==> src/rtl/timer_bus_regs.sv <==
// timer_bus_regs: CPU bus register window (TH/TL/TCON/OVR) and handshaked overflow interrupt for the interval timer.
// Define TIMER_OVR_CNT_EN to add the saturating overrun counter at offset 3.
module timer_bus_regs #(
    parameter logic [31:0] BASE_ADDR = 32'h4000_0000,
    parameter logic [31:0] TH_RST    = 32'h0001_0000
) (
    input  logic        clk,
    input  logic        rst_n,
    input  logic        mem_read,
    input  logic        mem_write,
    input  logic [31:0] addr,
    input  logic [31:0] wdata,
    output logic [31:0] rdata,
    output logic        hit,
    output logic [31:0] TH,
    output logic [1:0]  timer_CON,
    input  logic [31:0] TL,
    input  logic        timer_State,
    output logic        irq_req,
    input  logic        irq_ack,
    input  logic        irq_done
);
    typedef enum logic [1:0] {IDLE, PEND, SERV} st_t;

    st_t         st_q, st_d;
    logic [31:0] th_q, th_d;
    logic [2:0]  tcon_q, tcon_d;
    logic        state_q;
    logic        wr_th, wr_tcon, evt;
    logic [31:0] ovr_rd;
    logic        unused_addr_lsb;

    assign unused_addr_lsb = &{1'b0, addr[1:0]};
    assign hit       = addr[31:4] == BASE_ADDR[31:4];
    assign wr_th     = mem_write && hit && addr[3:2] == 2'd0;
    assign wr_tcon   = mem_write && hit && addr[3:2] == 2'd2;
    assign evt       = timer_State && !state_q && tcon_q[1];
    assign th_d      = wr_th ? wdata : th_q;
    // A new event beats a simultaneous write-1-to-clear of status.
    assign tcon_d    = {evt || (tcon_q[2] && !(wr_tcon && wdata[2])), wr_tcon ? wdata[1:0] : tcon_q[1:0]};
    assign TH        = th_q;
    assign timer_CON = tcon_q[1:0];

`ifdef TIMER_OVR_CNT_EN
    logic [7:0] ovr_q, ovr_d;
    assign ovr_d  = (mem_write && hit && addr[3:2] == 2'd3) ? 8'd0
                  : (evt && st_q == SERV && ovr_q != 8'hFF) ? ovr_q + 8'd1 : ovr_q;
    assign ovr_rd = {24'd0, ovr_q};
    always_ff @(posedge clk or negedge rst_n) begin
        if (!rst_n) ovr_q <= 8'd0;
        else        ovr_q <= ovr_d;
    end
`else
    assign ovr_rd = 32'd0;
`endif

    always_comb begin
        rdata = !(mem_read && hit) ? 32'd0
              : addr[3:2] == 2'd0  ? th_q
              : addr[3:2] == 2'd1  ? TL
              : addr[3:2] == 2'd2  ? {29'd0, tcon_q} : ovr_rd;
    end

    always_ff @(posedge clk or negedge rst_n) begin
        if (!rst_n) begin
            st_q    <= IDLE;
            th_q    <= TH_RST;
            tcon_q  <= 3'd0;
            state_q <= 1'b1;
        end else begin
            st_q    <= st_d;
            th_q    <= th_d;
            tcon_q  <= tcon_d;
            state_q <= timer_State;
        end
    end

    always_comb begin
        st_d = st_q;
        case (st_q)
            IDLE:    st_d = evt ? PEND : IDLE;
            PEND:    st_d = !tcon_d[1] ? IDLE : irq_ack ? SERV : PEND;
            SERV:    st_d = irq_done ? IDLE : SERV;
            default: st_d = IDLE;
        endcase
    end

    always_comb begin
        irq_req = st_q == PEND;
    end
endmodule

==> config.mk <==
export PLATFORM = sky130hd
export DESIGN_NAME = timer_bus_regs
export DESIGN_NICKNAME = d
export VERILOG_FILES = /design/src/rtl/timer_bus_regs.sv
export SDC_FILE = /design/constraint.sdc
export NUM_CORES = 1
export LEC_CHECK = 0
export CAP_MARGIN = 5
export CORE_MARGIN = 2
export CORE_UTILIZATION = 36
export CTS_CLUSTER_DIAMETER = 150
export DETAILED_ROUTE_END_ITERATION = 7
export HOLD_SLACK_MARGIN = 0.06
export PLACE_DENSITY = 0.94
export SLEW_MARGIN = 15
export SYNTH_ARGS = -nofsm -noshare
export SYNTH_HDL_FRONTEND = slang
export SYNTH_SLANG_ARGS = --single-unit
==> constraint.sdc <==
create_clock -name clk -period 5.7 [get_ports clk]
set_input_delay 0.57 -clock clk [delete_from_list [all_inputs] [get_ports clk]]
set_output_delay 0.57 -clock clk [all_outputs]
set_load 0.02 [all_outputs]
==> results.txt <==
The run finished with clean final reports. In this run, post-CTS hold repair placed 0 buffers. The tools report the setup TNS after final layout as 0 ps. For the all-layer global routing usage, the log shows 0.2031.

The DRC violations left is 0, and the proportion of layout cells with a drive suffix above 1 is 0.1457. For this design the ratio of total power to cell area is 150.1 mW/mm2. The run gives 0.3365 as the tightest slew margin relative to the limit. Overflow left after global routing: 0. For the later-pin clock latency in the skew report, the log shows 290 ps. In this run, distinct cell masters in the synthesized netlist total 28. Synthesized-area fraction occupied by and/or/nand/nor cells: 0.1500. The die covers 0.006513 mm2. The total standard cell area after synthesis came out at 0.002118 mm2. In the final routed layout, each cell accounts on average for 15.49 um.

Clock-pin slew was measured on the worst setup and hold paths at 70 ps. STA classifies the critical path startpoint as an input pin. In the final design database the tool counted 452 nets. The share of the clock period used by the worst path is 0.7287, and the count of flip-flops with a built-in enable after synthesis is 0. Wire length after detailed routing: 6536 um. For the portion of the post-synthesis area used by sequential elements, the log shows 0.4501. Summed over all nets, wire length on met2 after detailed routing comes to 3447 um. The highest metal layer carrying signal wires in the routed design is met4. The count of cells resized by post-cts repair is 0, and the routed wire length on met3 is 616 um. The portion of netlist area occupied by mux cells was 0.3420. The tools report the starting density of the core as 0.3777. The synthesized design contains 38 register bits. The number of CTS-inserted buffers is 5, and the setup-violating endpoint count in the final report is 0. For this block, wires on met1 add up to 2392 um. Port buffering added 168 buffers. The synthesized instance count came out at 186.

Prior to clock tree synthesis, the placed netlist has a worst setup slack of 1429 ps. The worst-case IR drop observed on VDD is 0.09501 mV. The antenna diode count was 0. Routability-driven placement finished with a final weighted congestion of 0.7655.

The tool flagged a number of max-cap violations equal to 0. The completed layout was analyzed and its total power is 587.9 uW. Entering global routing, the biggest net connects 39 pins.

For the via count of the first global-routing pass, the log shows 2179. The number of antenna violations at the first check in global routing is 0, and the parity-gate share of the synthesized area counting xor and xnor cells is 0. The Yosys step of the flow raised 0 warnings.

The kind of critical path was input pin to output port. The worst path in the final design needs a cycle of 4154 ps, including I/O delays and setup. For this design the static power due to leakage is 0.001681 uW. From synthesis to final layout, the design area changed by 84.94%. In the post-synthesis netlist, the biggest area contributors are sky130_fd_sc_hd__dfrtp_1 (43%), sky130_fd_sc_hd__mux2_2 (18%), sky130_fd_sc_hd__mux2i_1 (16%).

The tree built by TritonCTS fans out to 38 sinks. CTS placed an instance of sky130_fd_sc_hd__clkbuf_8 at the clock tree root. The largest area contributor in the netlist was sky130_fd_sc_hd__dfrtp_1.

The worst path meets setup with 1546 ps of slack. The post-detailed-route via-to-cell ratio was 4.929; the data arrival time of the critical path was 3580 ps. The commonest cells after synthesis are sky130_fd_sc_hd__dfrtp_1 (36), sky130_fd_sc_hd__mux2_2 (34), sky130_fd_sc_hd__mux2i_1 (33), sky130_fd_sc_hd__nor2_1 (29), sky130_fd_sc_hd__nor4_1 (6).

The proportion of register bits with asynchronous set or reset after synthesis is 1.000. Most frequently used cell type in the post-synthesis netlist: sky130_fd_sc_hd__dfrtp_1. In this run the worst path has a maximum fanout of 29. For the area inside the core boundary, the log shows 0.005608 mm2.

The most used flip-flop cell after synthesis was sky130_fd_sc_hd__dfrtp_1. The number of max-slew violations in the final report is 0. Measured along the x axis, the die boundary spans 80.71 um. Area fraction of the dominant cell type after synthesis: 0.4253. The smallest hold slack was 373.6 ps; the number of primary I/O pins was 171. The adder and majority cell fraction of the synthesized area came out at 0. The number of endpoints with negative hold slack in the final report is 0. The class of the most critical hold timing path is input pin to asynchronous set/reset pin.

After clock tree synthesis, the setup repair step added 0 buffers. The average footprint of a synthesized cell is 11.39 um2. The logs give 2 for the H-tree depth and 0.003809 mm2 for the placed cell area. TritonCTS built the clock tree. The deepest clock path buffer count is 2. The run gives 10140 um as the wire length of the first global-routing pass. After synthesis, the largest family of logic cells by area is multiplexers. After floorplanning, the core was divided into 27 placement rows. Across the routed clock network, the largest skew measured is 0.6825 ps. Setup repair after global routing left no endpoint under its margin. The worst setup path is captured at an output port. When the netlist entered floorplanning its net count stood at 289. For the worst setup path, the data required time is 5130 ps. In this run the vertical extent of the chip is 80.71 um. The first routing iteration left 35 violations. The first detailed-routing pass took 4 iterations. The final non-filler cell area is 0.003918 mm2, and the residual antenna-violating net count after detailed routing is 0. The tools report the via total after detailed routing as 2080. At the pin with the least slew margin, the transition time is 986.2 ps.

For this run, the top clock speed supported by timing is 0.2407 GHz. Compound-gate portion of the synthesized area: 0.02067. The HPWL after detailed placement is 5098 um.
==> registers in the layout, indices dropped and copies added (netlist names) <==
signal	count
TH	32
tcon_q	3
st_q	2
state_q	1
==> layer usage <==
metal / vias to the layer above / global-route usage
li1: 988 / -
met3: 9 / 0.06067
met4: 0 / 0.07458
met5: - / 0
met2: 102 / 0.3708
met1: 981 / 0.2213
==> kinds of logic after synthesis <==
logic type,count (synthesis)
buf+inv,13
simple gates,59
compound gates,8
mux,68
flops,38
==> area by class of cell <==
class,instances,area [um2]
Clock buffer,5,68.82
Sequential cell,38,953.4
Multi-Input combinational cell,135,1086
Clock inverter,3,40.04
Fill cell,411,1690
Tap cell,72,90.09
Timing Repair Buffer,169,1679
==> stage by stage <==
step	utilization	std cells
floorplan	-	186
global route	0.6986	422
CTS	0.6986	422
finish	0.6986	422
global placement	0.6792	414
detailed placement	0.6792	414
==> power by group <==
group / switching, uW / internal (uW) / leakage, uW / total [uW]
clock network: 93.5 / 129 / 0.0000579 / 222
registers: 0.117 / 270 / 0.000524 / 270
logic: 26.0 / 69.4 / 0.00110 / 95.4
total: 120 / 468 / 0.00168 / 588
==> worst max-delay path: stages <==
cell	delay (ps)
sky130_fd_sc_hd__clkdlybuf4s50_1	410
sky130_fd_sc_hd__nor4b_1	360
sky130_fd_sc_hd__nand4_1	280
sky130_fd_sc_hd__or4_1	1050
sky130_fd_sc_hd__nor2_1	260
sky130_fd_sc_hd__clkdlybuf4s50_1	630
==> cell usage in the layout (no fill, tap or decap), drive strengths merged <==
cell and n:
clkbuf 5, nor3 2, or4b 1, or2 1
nand4 1, o21ai 3, mux2 35, mux2i 33
nor3b 1, dfstp 2, nor2b 3, clkinv 2
dfrtp 36, a21oi 2, nor4b 1, or4 2
a31oi 3, nor4 6, nand2b 1, nor2 29
buf 3, nand2 4, clkdlybuf4s50 166, nand3b 4
and3 3, bufinv 1
==> worst paths after layout <==
check | startpoint | endpoint | slack [ps] | cells past startpoint
min | rst_n | TH[22]$_DFFE_PN0P_ | 370 | 1
min reg2reg | TH[22]$_DFFE_PN0P_ | TH[22]$_DFFE_PN0P_ | 540 | 1
max | addr[12] | rdata[11] | 1550 | 6
max in group asynchronous | rst_n | TH[9]$_DFFE_PN0P_ | 4800 | 1
min in group clk | TH[22]$_DFFE_PN0P_ | TH[22]$_DFFE_PN0P_ | 540 | 1
max reg2reg | tcon_q[1]$_DFF_PN0_ | st_q[0]$_DFF_PN0_ | 4440 | 4
Note: power is estimated with default switching activity, not from simulation.
